`src/rtl/spi_frame_receiver.sv`:
```
// Parses command/address/payload frames from an SPI slave byte stream and
// commits good payloads into a registered, little-endian sensor data vector.
module spi_frame_receiver #(
  parameter int         NUM_SENSORS = 8,
  parameter logic [7:0] CMD_WRITE   = 8'h02
) (
  input  logic                       clock,
  input  logic                       reset_n,
  input  logic                       cs_n,
  input  logic                       do_valid,
  input  logic [7:0]                 do_byte,
  output logic [32*NUM_SENSORS-1:0]  data,
  output logic                       frame_valid,
  output logic                       frame_error,
  output logic [7:0]                 last_length,
  output logic [7:0]                 error_count,
  output logic [2:0]                 dbg_state
);

  localparam int         P  = 4 * NUM_SENSORS;
  localparam int         DW = 8 * P;
  localparam logic [8:0] P9 = 9'(P);

  typedef enum logic [2:0] {
    S_IDLE    = 3'd0,
    S_CMD     = 3'd1,
    S_ADDR    = 3'd2,
    S_PAYLOAD = 3'd3,
    S_DISCARD = 3'd4
  } state_t;

  // Handshake: do_valid is a one-cycle strobe with no backpressure; every
  // cycle with do_valid=1 carries exactly one byte on do_byte, in any state.

  state_t          r_state;
  state_t          w_state_nxt;
  state_t          w_byte_state;
  logic [DW-1:0]   r_shadow;
  logic [DW-1:0]   w_shadow_nxt;
  logic [DW-1:0]   r_data;
  logic [7:0]      r_index;
  logic [7:0]      w_index_nxt;
  logic [7:0]      r_count;
  logic [7:0]      w_count_nxt;
  logic            w_store;
  logic            w_load;
  logic            w_commit;
  logic            w_reject;
  logic            r_frame_valid;
  logic            r_frame_error;
  logic [7:0]      r_last_length;
  logic [7:0]      r_error_count;

  always_ff @(posedge clock or negedge reset_n) begin
    if (!reset_n) r_state <= S_IDLE;
    else          r_state <= w_state_nxt;
  end

  // The byte of this cycle is applied first; a cs_n=1 sample then closes the
  // frame using the post-byte state and count.
  always_comb begin
    w_state_nxt  = r_state;
    w_byte_state = r_state;
    w_index_nxt  = r_index;
    w_count_nxt  = r_count;
    w_store      = 1'b0;
    w_load       = 1'b0;
    w_commit     = 1'b0;
    w_reject     = 1'b0;
    case (r_state)
      S_IDLE: begin
        if (!cs_n) begin
          w_load      = 1'b1;
          w_index_nxt = 8'd0;
          w_count_nxt = 8'd0;
        end
      end
      S_CMD: begin
        if (do_valid) w_byte_state = (do_byte == CMD_WRITE) ? S_ADDR : S_DISCARD;
      end
      S_ADDR: begin
        if (do_valid) begin
          if ({1'b0, do_byte} < P9) begin
            w_index_nxt  = do_byte;
            w_byte_state = S_PAYLOAD;
          end else begin
            w_byte_state = S_DISCARD;
          end
        end
      end
      S_PAYLOAD: begin
        if (do_valid) begin
          if ({1'b0, r_index} < P9) begin
            w_store     = 1'b1;
            w_index_nxt = r_index + 8'd1;
            w_count_nxt = r_count + 8'd1;
          end else begin
            w_byte_state = S_DISCARD;
          end
        end
      end
      S_DISCARD: ;
      default: w_byte_state = S_IDLE;
    endcase

    if (r_state == S_IDLE) begin
      if (!cs_n) w_state_nxt = S_CMD;
    end else if (cs_n) begin
      w_state_nxt = S_IDLE;
      if (w_byte_state == S_PAYLOAD && w_count_nxt != 8'd0) w_commit = 1'b1;
      else                                                   w_reject = 1'b1;
    end else begin
      w_state_nxt = w_byte_state;
    end
  end

  always_comb begin
    w_shadow_nxt = r_shadow;
    for (int k = 0; k < P; k++) begin
      if (w_store && r_index == 8'(k)) w_shadow_nxt[8*k +: 8] = do_byte;
    end
  end

  always_ff @(posedge clock or negedge reset_n) begin
    if (!reset_n) begin
      r_shadow      <= '0;
      r_data        <= '0;
      r_index       <= 8'd0;
      r_count       <= 8'd0;
      r_frame_valid <= 1'b0;
      r_frame_error <= 1'b0;
      r_last_length <= 8'd0;
      r_error_count <= 8'd0;
    end else begin
      r_shadow      <= w_load ? r_data : w_shadow_nxt;
      r_index       <= w_index_nxt;
      r_count       <= w_count_nxt;
      r_frame_valid <= w_commit;
      r_frame_error <= w_reject;
      if (w_commit) begin
        r_data        <= w_shadow_nxt;
        r_last_length <= w_count_nxt;
      end
      if (w_reject && r_error_count != 8'hFF) r_error_count <= r_error_count + 8'd1;
    end
  end

  assign data        = r_data;
  assign frame_valid = r_frame_valid;
  assign frame_error = r_frame_error;
  assign last_length = r_last_length;
  assign error_count = r_error_count;
  assign dbg_state   = r_state;

endmodule

```
`config.mk`:
```
export PLATFORM = sky130hd
export DESIGN_NAME = spi_frame_receiver
export DESIGN_NICKNAME = d
export VERILOG_FILES = /design/src/rtl/spi_frame_receiver.sv
export SDC_FILE = /design/constraint.sdc
export NUM_CORES = 1
export LEC_CHECK = 0
export ABC_AREA = 0
export CAP_MARGIN = 5
export CELL_PAD_IN_SITES_DETAIL_PLACEMENT = 1
export CELL_PAD_IN_SITES_GLOBAL_PLACEMENT = 1
export CORE_MARGIN = 2
export CORE_UTILIZATION = 40
export DETAILED_ROUTE_END_ITERATION = 10
export GPL_ROUTABILITY_DRIVEN = 1
export PLACE_DENSITY = 0.79
export SLEW_MARGIN = 10
export SYNTH_ARGS = -nofsm -noshare
export SYNTH_HDL_FRONTEND = slang
export SYNTH_SLANG_ARGS = --single-unit
```
`constraint.sdc`:
```
create_clock -name clock -period 2.8 [get_ports clock]
set_input_delay 0.56 -clock clock [delete_from_list [all_inputs] [get_ports clock]]
set_output_delay 0.56 -clock clock [all_outputs]
set_load 0.01 [all_outputs]
```
## Word level (Yosys, flattened, before mapping)

Cells that the tools add are included.
Widths: inputs -> output; s select.

- Reduce and logical (&&, ||, !) cells: 40
- Mux-type cells: 64
- Add/subtract/negate cells: 3
- Order comparisons: 2
- Equal/unequal tests: 43

Operators by type and width:

| operator | count |
|---|---|
| $mux 8 | 40 |
| $mux 256 | 1 |
| $eq 8x5->1 const B | 16 |
| $eq 8x4->1 const B | 8 |
| $logic_and 1x1->1 | 34 |
| $eq 8x3->1 const B | 4 |
| $mux 3 | 9 |
| $add 8x1->8 const B | 3 |
| $eq 8x2->1 const B | 3 |
| $pmux 8 s3 | 1 |
| $lt 8x6->1 const B | 2 |
| $pmux 8 s2 | 1 |
| $pmux 3 s4 | 1 |
| $mux 1 | 11 |
| $ne 2x2->1 const B | 5 |
| $eq 3x2->1 const B | 3 |
| $eq 8x1->1 const B | 1 |
| $logic_not 8->1 | 1 |
| $ne 8x8->1 const B | 1 |
| $reduce_bool 8->1 | 1 |
| $reduce_and 6->1 | 1 |
| $eq 3x1->1 const B | 1 |
| $eq 3x3->1 const B | 1 |
| $logic_not 3->1 | 1 |
| 2 further kinds | 2 |

- Output and inout port bits: 277
- Register bits after elaboration: 549
- Logic and storage cells: 161

## Longest topological paths before layout

- Word-level depth: 10
- Mapped depth: 12

## Worst setup path before layout

OpenSTA, ideal clock, no wires.

- Path kind: input to register
- From: input do_valid
- To: register r_last_length[0] (netlist: last_length[0])
- Setup time: 125 ps
- Stages on the path: 9
- Setup slack: -38 ps
- Required time: 2675 ps
- Data arrival time: 2712 ps
- Path buffers: 3
- Cells stage by stage: or4b_1 buf_2 nor4_2 mux2i_1 nor4_2 a311oi_2 buf_6 buf_6 mux2_4

- Longest elaborated chain between the ends: 7

Ends and longest elaborated chain:

| element | RTL line | text |
|---|---|---|
| start, declared | 10 | `input logic do_valid,` |
| $mux 8 | 92 | `if (do_valid) begin` |
| $pmux 8 s2 | 70 | `case (r_state)` |
| via w_count_nxt[6] | 44 | `logic [7:0] w_count_nxt;` |
| $reduce_bool 8->1 | 110 | `if (w_byte_state == S_PAYLOAD && w_count_nxt != 8'd0) w_commit = 1'b1;` |
| $logic_and 1x1->1 | 110 |  |
| $mux 1 | 110 |  |
| $mux 1 | 108 | `end else if (cs_n) begin` |
| $mux 1 | 106 | `if (r_state == S_IDLE) begin` |
| end signal, assigned | 142 | `r_last_length <= w_count_nxt;` |
| end, declared | 51 | `logic [7:0] r_last_length;` |

The timed path passes the listed nets, and every way through them passes these cells.
A chain may end at the register's enable or synchronous reset.

## Worst setup path after layout

- From: register r_index[6]
- To: register r_data[138] (netlist: data[138])

- Longest elaborated chain between the ends: 9

Ends and longest elaborated chain:

| element | RTL line | text |
|---|---|---|
| start, declared | 41 | `logic [7:0] r_index;` |
| start signal, assigned | 136 | `r_index <= w_index_nxt;` |
| $lt 8x6->1 | 93 | `if ({1'b0, r_index} < P9) begin` |
| $mux 8 | 93 |  |
| $mux 8 | 92 |  |
| $pmux 8 s2 | 70 |  |
| via w_count_nxt[5] | 44 |  |
| $reduce_bool 8->1 | 110 |  |
| $logic_and 1x1->1 | 110 |  |
| $mux 1 | 110 |  |
| $mux 1 | 108 |  |
| $mux 1 | 106 |  |
| end signal, assigned | 141 | `r_data <= w_shadow_nxt;` |
| end, declared | 40 | `logic [DW-1:0] r_data;` |

The timed path passes the listed nets, and every way through them passes these cells.

==> metrics.md <==
| Metric | Value |
|---|---|
| Fin cells | 3451 |
| Uppermost layer routed | met4 |
| Setup TNS | -56.99 ns |
| Row count | 89 |
| # IOs | 289 |
| CTS tree | built |
| Placeable Area | 58900 µm² |
| Synth warn | 0 |
| Worst EP arrival | 3.66 ns |
| Mapped cell area | 23800 µm² |
| Hold/Removal Path Class | input port to flop |
| Chip Width | 248 µm |
| Critical-path top delay cell | or4b_4 |
| Met2 wire len | about 42000 µm |
| Dpl hpwl | 47900 µm |
| Clock sink count | 549 |
| Startpoint types | flop |
| Max-Cap Viols | 0 |
| Register-to-Register Setup Slack | -0.30 ns |
| Status | complete, but fails checks |
| Met1 WL | 33500 µm |
| CP required | 3.36 ns |
| Setup ws final | -0.304 ns |
| Hold violation count in the final report | 0 |
| Ys async rst share | 1.00 |
| Layout area overhead | 36.3% |
| Initial antenna violation count | 2 |
| EDFF count, synth | 0 |
| Leak | 14.5 nW |
| Vias in the first global route | between 20000 and 25000 |
| Clock tree buffer depth | 3 |
| Initial core utilization | 0.403 |
| Final setup violation count | 266 |
| CTS clock-pin slew for the worst setup and hold paths | 0.07 ns |
| Period utilization | 1.11 |
| Routability cong. | approximately 0.8 |
| Largest net degree at the start of global routing | 229 |
| Fmax | 322 MHz |
| First-pass GRT wire length | 122000 µm |
| Overall Global Routing Usage | 0.257 |
| Pre-antenna DRT Iters | 5 |
| Post-synth cell types | 56 |
| Cells after Synth | 2228 |
| Register area share after synthesis | 0.578 |
| Port buffer count | 288 |
| #FFs+latches synth | 549 |
| Fill count | slightly above 6000 |
| Drt initial violations | roughly 1200 |
| Synth top area cells | dfrtp_1, mux2i_1, nor2_1, a21oi_2, a21oi_1 |
| Cells after DPL | 3284 |
| Final Hold Slack | 0.491 ns |
| Total gr overflow | 0 |
| Die Y | 248 µm |
| CP cell instances | or4b_4 -> nor4_4 -> mux2i_2 -> a31oi_2 -> a311oi_4 -> buf_12 -> buf_16 -> buf_8 -> buf_4 -> nor2_1 -> a21oi_2 |
| Syn Area/Cell | 10.7 µm² |
| Routed WL | 81300 µm |
| Antenna Nets Post-Route | 0 |
| Critical path capture point type | flop |
| RSZ-0062 raised after global routing | true |
| Slew Limit Fails | 0 |
| DRC Markers | 0 |
| CP Max Fanout | 8 |
| Cts bufs inserted | 58 |
| Worst IR Drop VDD | between 0.4 and 0.5 mV |
| PD cells | 611 nW/µm² |
| Failing checks | negative setup slack |
| Fin nets | 2648 |
| CTS H-tree depth | 2 |
| Avg WL per Cell | 23.6 µm |
| Via count | 19100 |
| Tmin final | 3.10 ns |
| Ys flop type | dfrtp_1 |
| Rel. slew slack | 0.233 |
| Clock skew | 0.0284 ns |
| Root buffer cell | clkbuf_16 |
| Mapped Nets | 2246 |
| Worst-margin pin slew | roughly 1.2 ns |
| Met3 wire len | 3510 µm |
| Share of layout cells above drive strength 1 | 0.252 |
| Setup CP Type | flop to flop |
| Clk_lat worst skew | 0.64 ns |
| Most frequent cells in the layout | dfrtp_1, nor2_1, a21oi_1 |
| Commonest non-fill, non-tap cell in the layout | dfrtp_1 |
| Die area | 61400 µm² |
| Synth top area share | 0.578 |
| Vias/cell | 5.52 |
| CP peak stage delay | 0.61 ns |
| Area leader, netlist | dfrtp_1 |
-- kinds of logic after synthesis --
| group | synth area share |
|---|---|
| AOI/OAI and AO/OA | 0.160 |
| xor gates and xnor gates | 0.00258 |
| adders and majority gates | 0.00316 |
| buffers and inverters | 0.0386 |
| DFF | 0.578 |
| muxes | 0.102 |
| and+or+nand+nor | 0.115 |
-- final timing paths --
kind | startpoint | endpoint | cells after the start
worst min-delay path | do_byte[5] | r_index[5] | 3
min in group asynchronous | reset_n | data[92] | 2
worst max register to register | r_index[6] | data[138] | 11
worst min register to register | error_count[4] | error_count[4] | 1
max in group asynchronous | reset_n | r_shadow[243] | 3
worst max-delay path | r_index[6] | data[138] | 11
-- power breakdown --
group | switching [mW] | leakage [nW] | internal (mW) | total (mW)
Clock | 3.42 | 1.01 | 4.86 | 8.28
Sequential | 0.316 | 7.18 | 8.70 | 9.02
Combinational | 1.59 | 6.31 | 0.886 | 2.48
-- area by class of cell --
cell class / instances / area [µm²] / area share
Sequential cell: 549 / 13700 / 0.424
Multi-Input combinational cell: 1505 / 9780 / 0.302
Timing Repair Buffer: 507 / 5800 / 0.179
Clock buffer: 80 / 1680 / 0.0520
Tap cell: 773 / 967 / 0.0299
Clock inverter: 26 / 364 / 0.0112
Inverter: 9 / 33.8 / 0.00104
Antenna cell: 2 / 5.00 / 0.000155
-- metrics by stage --
| step | util | power (mW) | worst slack [ns] | cell area, µm² |
|---|---|---|---|---|
| finish | 0.550 | 19.8 | -0.304 | 32400 |
| global route | 0.549 | 20.6 | -0.335 | 32400 |
| CTS | 0.540 | 19.8 | -0.141 | 31800 |
| detailed placement | 0.486 | 11.4 | -0.918 | 28600 |
| global placement | 0.486 | 11.2 | -0.867 | 28600 |
| floorplan | - | 10.5 | 0.0392 | 23800 |
-- routing by layer --
metal / global-route usage / vias to the layer above
met3: 0.0412 / 151
met2: 0.444 / 508
li1: - / 8404
met5: 0 / -
met4: 0.0969 / 0
met1: 0.326 / 9992
-- worst max-delay path: cells and delay by family (launching register included) --
family / cells / cell delay (ns)
AOI/OAI and AO/OA: 3 / 0.56
DFF: 1 / 0.43
and+or+nand+nor: 3 / 1.04
muxes: 1 / 0.34
buffers and inverters: 4 / 0.64
-- Yosys cell counts, drive strengths merged, types with 2 or more instances --
library cell / instances
a21o: 2
a21oi: 548
a22o: 3
a31oi: 5
and2: 5
and3: 4
buf: 64
clkbuf: 102
dfrtp: 549
ha: 6
inv: 9
mux2: 9
mux2i: 230
nand2: 25
nand2b: 3
nand3: 28
nand3b: 2
nand4: 6
nor2: 568
nor2b: 3
nor3: 6
nor3b: 3
nor4: 6
nor4b: 2
o211ai: 2
o21ai: 11
o31ai: 2
or3: 2
or4: 2
xnor2: 7
-- timing repair --
action,4_1_cts,5_1_grt
gates cloned,15,8
hold endpoints to repair,47,0
hold buffers,1,0
resized for setup,104,106
setup buffers,29,14
setup endpoints to repair,393,366
pin swaps,8,11
-- sequential cells by signal (all words and copies together), names as in the netlist --
register     cells
r_index          8
last_length      8
error_count      8
r_count          8
data           256
frame_valid      1
r_shadow       256
dbg_state        3
frame_error      1
No activity file was read; power rests on OpenSTA's default activity.
